### config.mk
export PLATFORM = sky130hd
export DESIGN_NAME = hazard_stall_ctrl
export DESIGN_NICKNAME = d
export VERILOG_FILES = /design/src/rtl/hazard_stall_ctrl.sv
export SDC_FILE = /design/constraint.sdc
export NUM_CORES = 1
export LEC_CHECK = 0
export ABC_AREA = 1
export BUFFER_PORTS_ARGS = -buffer_cell sky130_fd_sc_hd__buf_2
export CORE_MARGIN = 1
export CORE_UTILIZATION = 48
export DETAILED_ROUTE_END_ITERATION = 10
export PLACE_DENSITY_LB_ADDON = 0.05
export SYNTH_ARGS = -nofsm -noshare
export SYNTH_HDL_FRONTEND = slang
export SYNTH_SLANG_ARGS = --single-unit
### constraint.sdc
create_clock -name clk -period 1.4 [get_ports clk]
set_input_delay 0.28 -clock clk [delete_from_list [all_inputs] [get_ports clk]]
set_output_delay 0.28 -clock clk [all_outputs]
set_load 0.01 [all_outputs]
### src/rtl/hazard_stall_ctrl.sv
// Pipeline hazard controller for the F -> DE -> MW core: stall/flush generation,
// variable-latency data-memory sequencing with timeout, operand forwarding and stall accounting.
module hazard_stall_ctrl #(
    parameter int MEM_TIMEOUT = 15,
    parameter int CNT_W       = 16
) (
    input  logic             clk,
    input  logic             rst,
    input  logic [4:0]       raddr1_DE,
    input  logic [4:0]       raddr2_DE,
    input  logic             rs1_used,
    input  logic             rs2_used,
    input  logic [4:0]       waddr_MW,
    input  logic             regwrite_MW,
    input  logic             mem_op_MW,
    input  logic             br_taken_DE,
    input  logic             dmem_ack,
    output logic             dmem_req,
    output logic             StallF,
    output logic             StallE,
    output logic             FlushE,
    output logic             kill_MW,
    output logic             fwdA_sel,
    output logic             fwdB_sel,
    output logic             mem_err,
    output logic [CNT_W-1:0] stall_cnt
);

    typedef enum logic [1:0] {
        IDLE     = 2'd0,
        MEM_WAIT = 2'd1,
        ERR      = 2'd2
    } state_t;

    localparam logic [7:0] TIMEOUT_C = 8'(MEM_TIMEOUT);

    state_t           state_q, state_d;
    logic [7:0]       wait_cnt_q, wait_cnt_d;
    logic             mem_err_q, mem_err_d;
    logic [CNT_W-1:0] stall_cnt_q, stall_cnt_d;

    logic req_s;
    logic stall_s;
    logic kill_s;
    logic fwd_a_s;
    logic fwd_b_s;

    // Access sequencer: next state, wait counter and per-cycle control from state + inputs.
    always_comb begin
        state_d    = state_q;
        wait_cnt_d = wait_cnt_q;
        mem_err_d  = mem_err_q;
        req_s      = 1'b0;
        stall_s    = 1'b0;
        kill_s     = 1'b0;
        case (state_q)
            IDLE: begin
                req_s = mem_op_MW;
                if (mem_op_MW && !dmem_ack) begin
                    stall_s    = 1'b1;
                    state_d    = MEM_WAIT;
                    wait_cnt_d = 8'd1;
                end else begin
                    state_d = IDLE;
                end
            end
            MEM_WAIT: begin
                req_s = 1'b1;
                if (dmem_ack) begin
                    state_d    = IDLE;
                    wait_cnt_d = 8'd0;
                end else if (wait_cnt_q == TIMEOUT_C) begin
                    stall_s = 1'b1;
                    state_d = ERR;
                end else begin
                    stall_s    = 1'b1;
                    wait_cnt_d = wait_cnt_q + 8'd1;
                end
            end
            ERR: begin
                // The abandoned op must not retire; a late ack here is ignored.
                kill_s     = 1'b1;
                mem_err_d  = 1'b1;
                state_d    = IDLE;
                wait_cnt_d = 8'd0;
            end
            default: begin
                state_d    = IDLE;
                wait_cnt_d = 8'd0;
            end
        endcase
    end

    // Saturating count of cycles in which the DE/MW register is held.
    always_comb begin
        if (stall_s && (stall_cnt_q != {CNT_W{1'b1}})) begin
            stall_cnt_d = stall_cnt_q + CNT_W'(1);
        end else begin
            stall_cnt_d = stall_cnt_q;
        end
    end

    // Forwarding only matters for a real register write that the DE instruction reads.
    always_comb begin
        fwd_a_s = rs1_used & regwrite_MW & (waddr_MW != 5'd0) & (waddr_MW == raddr1_DE);
        fwd_b_s = rs2_used & regwrite_MW & (waddr_MW != 5'd0) & (waddr_MW == raddr2_DE);
    end

    // State registers with asynchronous active-low reset.
    always_ff @(posedge clk or negedge rst) begin
        if (!rst) begin
            state_q     <= IDLE;
            wait_cnt_q  <= 8'd0;
            mem_err_q   <= 1'b0;
            stall_cnt_q <= {CNT_W{1'b0}};
        end else begin
            state_q     <= state_d;
            wait_cnt_q  <= wait_cnt_d;
            mem_err_q   <= mem_err_d;
            stall_cnt_q <= stall_cnt_d;
        end
    end

    // Outputs are forced low while reset is asserted, independent of the clock.
    always_comb begin
        if (!rst) begin
            dmem_req = 1'b0;
            StallF   = 1'b0;
            StallE   = 1'b0;
            FlushE   = 1'b0;
            kill_MW  = 1'b0;
            fwdA_sel = 1'b0;
            fwdB_sel = 1'b0;
        end else begin
            dmem_req = req_s;
            StallF   = stall_s;
            StallE   = stall_s;
            FlushE   = br_taken_DE & ~stall_s;
            kill_MW  = kill_s;
            fwdA_sel = fwd_a_s;
            fwdB_sel = fwd_b_s;
        end
    end

    assign mem_err   = mem_err_q;
    assign stall_cnt = stall_cnt_q;

endmodule

==> impl_metrics.env, run 1 <==
export IMPL_run_status="finished with violations"
export IMPL_violations="negative setup slack"
export IMPL_core_area_sq_um=3690
export IMPL_grt_setup_unrepaired="true"
export IMPL_setup_viol=19
export IMPL_cts_made_buffers=3
export IMPL_ctsLongestPathBuffers=2
export IMPL_regArea_sq_um=677
export IMPL_dieArea_sq_um=4140
export IMPL_crit_required_ps=1120
export IMPL_clock_sinks=27
export IMPL_peakVddDrop_uv=476
export IMPL_grt_pass1_vias=1757
export IMPL_syn_area_sq_um=1870
export IMPL_drtAntennaViolNets=0
export IMPL_dr_pass1_iters=4
export IMPL_cts_root_buf="clkbuf_8"
export IMPL_switchingPower_w=0.000849
export IMPL_syn_avg_cell_area_sq_um=7.01
export IMPL_yosysUniqueCellTypes=24
export IMPL_vias=2000
export IMPL_grt_first_pass_wirelength_mm=7.64
export IMPL_ys_top_cells_by_area="dfrtp_1, nand2_1, nand2_2"
export IMPL_sequentialPowerShare_pct=41.5
export IMPL_cts_tree="yes"
export IMPL_power_frac_comb_pct=38.1
export IMPL_place_ws_ps=8.18
export IMPL_diodes=0
export IMPL_drc=0
export IMPL_fin_crit_sh_pct=113
export IMPL_slew_headroom_pct=81.0
export IMPL_p_clk_share_pct=20.4
export IMPL_end_kind="primary output"
export IMPL_chipHeight_um=64.3
export IMPL_arrival_ps=1300
export IMPL_synthCells=266
export IMPL_layout_nets=382
export IMPL_finalMaxSlewViolations=0
export IMPL_gp_congestion=0.796
export IMPL_worstMarginPinSlew_ps=282
export IMPL_ff2ff_path_depth=10
export IMPL_area_growth_pct=45.5
export IMPL_path_clk_slew_ps=100
export IMPL_p_leak_nw=1.50
export IMPL_period_minus_slack_ps=1580
export IMPL_setup_slack_ps=-184
export IMPL_insertion_delay_ps=280
export IMPL_grt_max_degree=21
export IMPL_skew_ps=4.58
export IMPL_hold_viol=0
export IMPL_crit_type="reg -> out"
export IMPL_chipWidth_um=64.3
export IMPL_ios=47
export IMPL_maxCapViolCount=0
export IMPL_drt_iter0_drc=105
export IMPL_yosysTopAreaCell="dfrtp_1"
export IMPL_fill_cells=306
export IMPL_port_buffers=46
export IMPL_yosysSeqAreaShare_pct=36.2
export IMPL_p_sw_share_pct=36.6
export IMPL_ys_warnings_count=0
export IMPL_postLayoutCellArea_sq_um=2710
export IMPL_hold_class="in -> async"
export IMPL_ys_ff_latch=27
export IMPL_row_count=22
export IMPL_initial_utilization_pct=50.6
export IMPL_routedWlPerCell_um=12.1
export IMPL_synth_top_area_share_pct=36.2
export IMPL_start_kind="register"
export IMPL_h_tree_depth=1
export IMPL_antenna_found_initial=0
export IMPL_post_drt_via_cell_ratio=4.95
export IMPL_multi_input_area_sq_um=1220
export IMPL_totalWireLength_mm=4.87
export IMPL_p_int_w=0.00147
export IMPL_place_area_sq_um=2400
export IMPL_drive_above_1_share_pct=40.4
export IMPL_track_usage_pct=23.5
export IMPL_crit_path_max_fanout=3
export IMPL_power_density_nw_per_um2=855
export IMPL_grt_overflow_total=0
export IMPL_hpwl_mm=3.27
export IMPL_syn_nets=291
export IMPL_fmax_ghz=0.631
-- layout by cell type, fill, tap and decap left out, types with 2 or more instances in the layout --
cell	n
nand2_1	67
buf_2	46
buf_4	35
inv_1	30
nor2_1	26
dfrtp_1	26
nand2_2	18
nand3_1	15
nand2_4	14
nand4_1	12
xnor2_1	11
o21ai_0	11
xor2_1	5
nor2_2	4
nor2_4	4
clkbuf_8	3
or2_2	2
inv_2	2
nand3_2	2
nand3_4	2
o21ai_4	2
o21ai_1	2
dlygate4sd3_1	2
buf_6	2
-- kinds of logic after synthesis --
| kind of cell | share of synthesized area (%) |
|---|---|
| AND/OR/NAND/NOR | 41.0 |
| buffers and inverters | 8.92 |
| flip-flops | 36.2 |
| AO/OA/AOI/OAI | 4.96 |
| XOR/XNOR | 7.51 |
| adder cells (fa/ha/maj) | 1.34 |
-- synthesized netlist by cell type (all sizes together) --
| library cell | count |
|---|---|
| ha | 2 |
| o21ai | 14 |
| xnor2 | 11 |
| a21oi | 1 |
| nand3 | 19 |
| buf | 3 |
| nor2 | 34 |
| nor3 | 2 |
| nand2 | 98 |
| o21bai | 1 |
| nand4 | 12 |
| xor2 | 5 |
| clkinv | 1 |
| inv | 33 |
| or2 | 2 |
| dfrtp | 27 |
| a31oi | 1 |
-- power by group through the flow --
stage / clock network [W] / registers [W] / logic, W
after floorplan: 0 / 0.000996 / 0.000364
after global placement: 0 / 0.000949 / 0.000693
after detailed placement: 0 / 0.000958 / 0.000713
final: 0.000475 / 0.000964 / 0.000883
after global routing: 0.000511 / 0.000978 / 0.000958
after CTS: 0.000487 / 0.000951 / 0.000753
-- flip-flops by register name (all words and copies together) (netlist names) --
register	flops
mem_err	1
stall_cnt	16
state_q	2
wait_cnt_q	8
-- critical path: stages, from the launching register on --
cell     delay [ps]
dfrtp_1         440
nor2_2          150
nand3_2          80
nand2_2         100
inv_4            50
nand3_2          50
inv_1            30
buf_2           120
-- cell type report --
type / count / area share [%]
inverter: 34 / 4.79
sequential: 27 / 24.9
multi-input combinational: 204 / 45.0
clock inverter: 1 / 0.184
timing repair buffer: 87 / 21.4
tap: 48 / 2.21
clock buffer: 3 / 1.52
-- what timing repair did --
item,4_1_cts,5_1_grt
gates resized for setup,7,32
buffers inserted,5,5
setup endpoints to repair,7,28
cloned,0,3
pin swaps,3,11
endpoints found under the hold margin,7,0
hold buffers,2,0
-- stage by stage --
step | setup TNS [ps] | total power, W | util (%) | hold slack [ps] | instances
floorplan | 0 | 0.00136 | - | -15.6 | 266
global placement | 0 | 0.00164 | 65.2 | 285 | 387
detailed placement | 0 | 0.00167 | 65.2 | 283 | 387
CTS | -713 | 0.00219 | 68.8 | 74.9 | 398
global route | -4780 | 0.00245 | 73.6 | 85.3 | 404
finish | -2750 | 0.00232 | 73.6 | 59.8 | 404
-- path summary, 6_finish.rpt --
kind | startpoint | to | slack (ps)
max reg2reg | state_q[1]$_DFFE_PN0P_ | stall_cnt[7]$_DFFE_PN0P_ | -180
max | state_q[1]$_DFFE_PN0P_ | FlushE | -180
min reg2reg | mem_err$_DFFE_PN0N_ | mem_err$_DFFE_PN0N_ | 480
max in group asynchronous | rst | mem_err$_DFFE_PN0N_ | 650
min | rst | stall_cnt[0]$_DFFE_PN0P_ | 60
min in group clk | mem_op_MW | state_q[0]$_DFFE_PN0P_ | 300
-- layer usage --
metal / track usage (%) / wire [um] / vias up
met2: 38.6 / 2200 / 55
met3: 3.21 / 230 / 4
met5: 0 / 0 / -
met4: 5.83 / 39 / 0
met1: 32.4 / 2400 / 920
li1: - / - / 1021
No activity file was read; power rests on OpenSTA's default activity.
==> inputs of run 2 (changes only) <==
SETUP_SLACK_MARGIN = 0.4   (was default)
==> run 2 against run 1 <==
Compared with the run above:
- non-clock buffer count rose by 25
- the run still ends with negative setup slack left
- clock skew barely moved
- first-iteration DRC count rose to 2.8 times the previous value
- power rose by 23%
- setup slack got worse by 38 ps
- largest power group is now combinational logic
==> impl_metrics.env, run 2 (synthesis gave the netlist of run 1 again) <==
export IMPL_port_buffers=46
export IMPL_final_common_cell="nand2_1"
export IMPL_grt_use_met2_pct=61.2
export IMPL_dieArea_sq_um=4140
export IMPL_chipHeight_um=64.3
export IMPL_maxCapViolCount=0
export IMPL_run_status="finished with violations"
export IMPL_track_usage_pct=34.5
export IMPL_core_area_sq_um=3690
export IMPL_switchingPower_w=0.00110
export IMPL_p_sw_share_pct=38.6
export IMPL_antenna_found_initial=0
export IMPL_ctsLongestPathBuffers=2
export IMPL_layout_nets=406
export IMPL_grt_first_pass_wirelength_mm=10.8
export IMPL_hpwl_mm=3.41
export IMPL_end_kind="primary output"
export IMPL_finalMaxSlewViolations=0
export IMPL_cts_root_buf="clkbuf_8"
export IMPL_hold_slack_ps=95.1
export IMPL_post_drt_via_cell_ratio=6.03
export IMPL_diodes=0
export IMPL_gp_congestion=0.876
export IMPL_largest_register_ffs=16
export IMPL_fmax_ghz=0.616
export IMPL_hold_class="in -> async"
export IMPL_ff2ff_setup_slack_ps=-220
export IMPL_skew_ps=4.54
export IMPL_worstMarginPinSlew_ps=453
export IMPL_totalWireLength_mm=9.33
export IMPL_use_met3_pct=4.46
export IMPL_power_frac_comb_pct=47.2
export IMPL_cts_made_buffers=3
export IMPL_drtAntennaViolNets=0
export IMPL_start_kind="register"
export IMPL_setup_slack_ps=-222
export IMPL_arrival_ps=1340
export IMPL_p_int_w=0.00175
export IMPL_layout_common_cells="nand2_1, buf_6, buf_4"
export IMPL_multi_input_area_sq_um=1420
export IMPL_hold_viol=0
export IMPL_cts_tree="yes"
export IMPL_slew_headroom_pct=69.7
export IMPL_drive_above_1_share_pct=56.1
export IMPL_path_clk_slew_ps=110
export IMPL_crit_path_max_fanout=3
export IMPL_drc=0
export IMPL_grt_pass1_vias=2307
export IMPL_power_density_nw_per_um2=845
export IMPL_routedWlPerCell_um=21.8
export IMPL_crit_type="reg -> out"
export IMPL_dr_pass1_iters=5
export IMPL_drt_iter0_drc=292
export IMPL_peakVddDrop_uv=737
export IMPL_grt_overflow_total=0
export IMPL_p_leak_nw=1.68
export IMPL_area_growth_pct=81.2
export IMPL_grtUsageMet1_pct=41.0
export IMPL_initial_utilization_pct=50.6
export IMPL_chipWidth_um=64.3
export IMPL_p_clk_share_pct=17.4
export IMPL_grt_setup_unrepaired="true"
export IMPL_grt_max_degree=16
export IMPL_crit_required_ps=1120
export IMPL_setup_viol=22
export IMPL_finalPower_w=0.00285
export IMPL_fill_cells=146
export IMPL_ff2ff_path_depth=9
export IMPL_row_count=22
export IMPL_violations="negative setup slack"
export IMPL_sequentialPowerShare_pct=35.4
export IMPL_ios=47
export IMPL_regArea_sq_um=681
export IMPL_r2r_start="stall_cnt[0]$_DFFE_PN0P_"
export IMPL_insertion_delay_ps=290
export IMPL_period_minus_slack_ps=1620
export IMPL_reg2reg_to="stall_cnt[14]$_DFFE_PN0P_"
export IMPL_fin_crit_sh_pct=116
export IMPL_h_tree_depth=1
export IMPL_clock_sinks=27
export IMPL_top_usage_layer="met2"
export IMPL_vias=2579
## run 2: repair_timing
action | in CTS | in global routing
pin swaps | 33 | 21
hold buffers | 3 | 0
setup buffers | 23 | 13
hold endpoints to repair | 14 | 0
setup endpoints to repair | 50 | 50
resized for setup | 107 | 36
cloned | 2 | 0
## run 2: how the worst max path moves through the flow
stage                                   startpoint                   endpoint  slack [ps]
after floorplan           stall_cnt[0]$_DFFE_PN0P_   stall_cnt[2]$_DFFE_PN0P_          20
after global placement    stall_cnt[1]$_DFFE_PN0P_  stall_cnt[14]$_DFFE_PN0P_         -40
after detailed placement  stall_cnt[1]$_DFFE_PN0P_  stall_cnt[14]$_DFFE_PN0P_        -100
after CTS                   state_q[0]$_DFFE_PN0P_                     StallF        -190
after global routing        state_q[1]$_DFFE_PN0P_                     StallF        -290
final                       state_q[1]$_DFFE_PN0P_                     StallF        -220
## run 2: cell type report
class | instances | share of cell area, %
Tap cell | 48 | 1.78
Timing Repair Buffer | 112 | 30.7
Clock buffer | 3 | 1.22
Multi-Input combinational cell | 203 | 42.1
Sequential cell | 27 | 20.1
Clock inverter | 1 | 0.148
Inverter | 34 | 3.96
## run 2: power by group through the flow
| stage | combinational (W) | clock, W | sequential, W |
|---|---|---|---|
| 2_1_floorplan | 0.000379 | 0 | 0.000997 |
| 3_3_place_gp | 0.000691 | 0 | 0.000952 |
| 3_5_place_dp | 0.000708 | 0 | 0.000959 |
| 4_1_cts | 0.00112 | 0.000480 | 0.000981 |
| 5_1_grt | 0.00141 | 0.000519 | 0.00102 |
| 6_report | 0.00135 | 0.000497 | 0.00101 |
## run 2: worst max-delay path: stages, from the launching register on
cell,delay (ps)
dfrtp_2,460
nor2_4,150
nand3_4,90
nand2_4,90
inv_6,40
nor2_4,80
buf_2,130
## run 2: stage by stage
step | area, sq um | setup WS [ps] | cells | util [%] | setup TNS [ps]
2_1_floorplan | 1950 | 17.0 | 266 | - | 0
3_3_place_gp | 2420 | -43.7 | 383 | 65.5 | -352
3_5_place_dp | 2420 | -101 | 383 | 65.5 | -1060
4_1_cts | 3140 | -191 | 415 | 85.1 | -1560
5_1_grt | 3380 | -285 | 428 | 91.6 | -4370
6_report | 3380 | -222 | 428 | 91.6 | -3210
## run 2: metal layers
metal,wire (um),share of wire [%]
met1,3300,35
met5,0,0
met3,953,10
met2,4340,46
met4,744,8.0
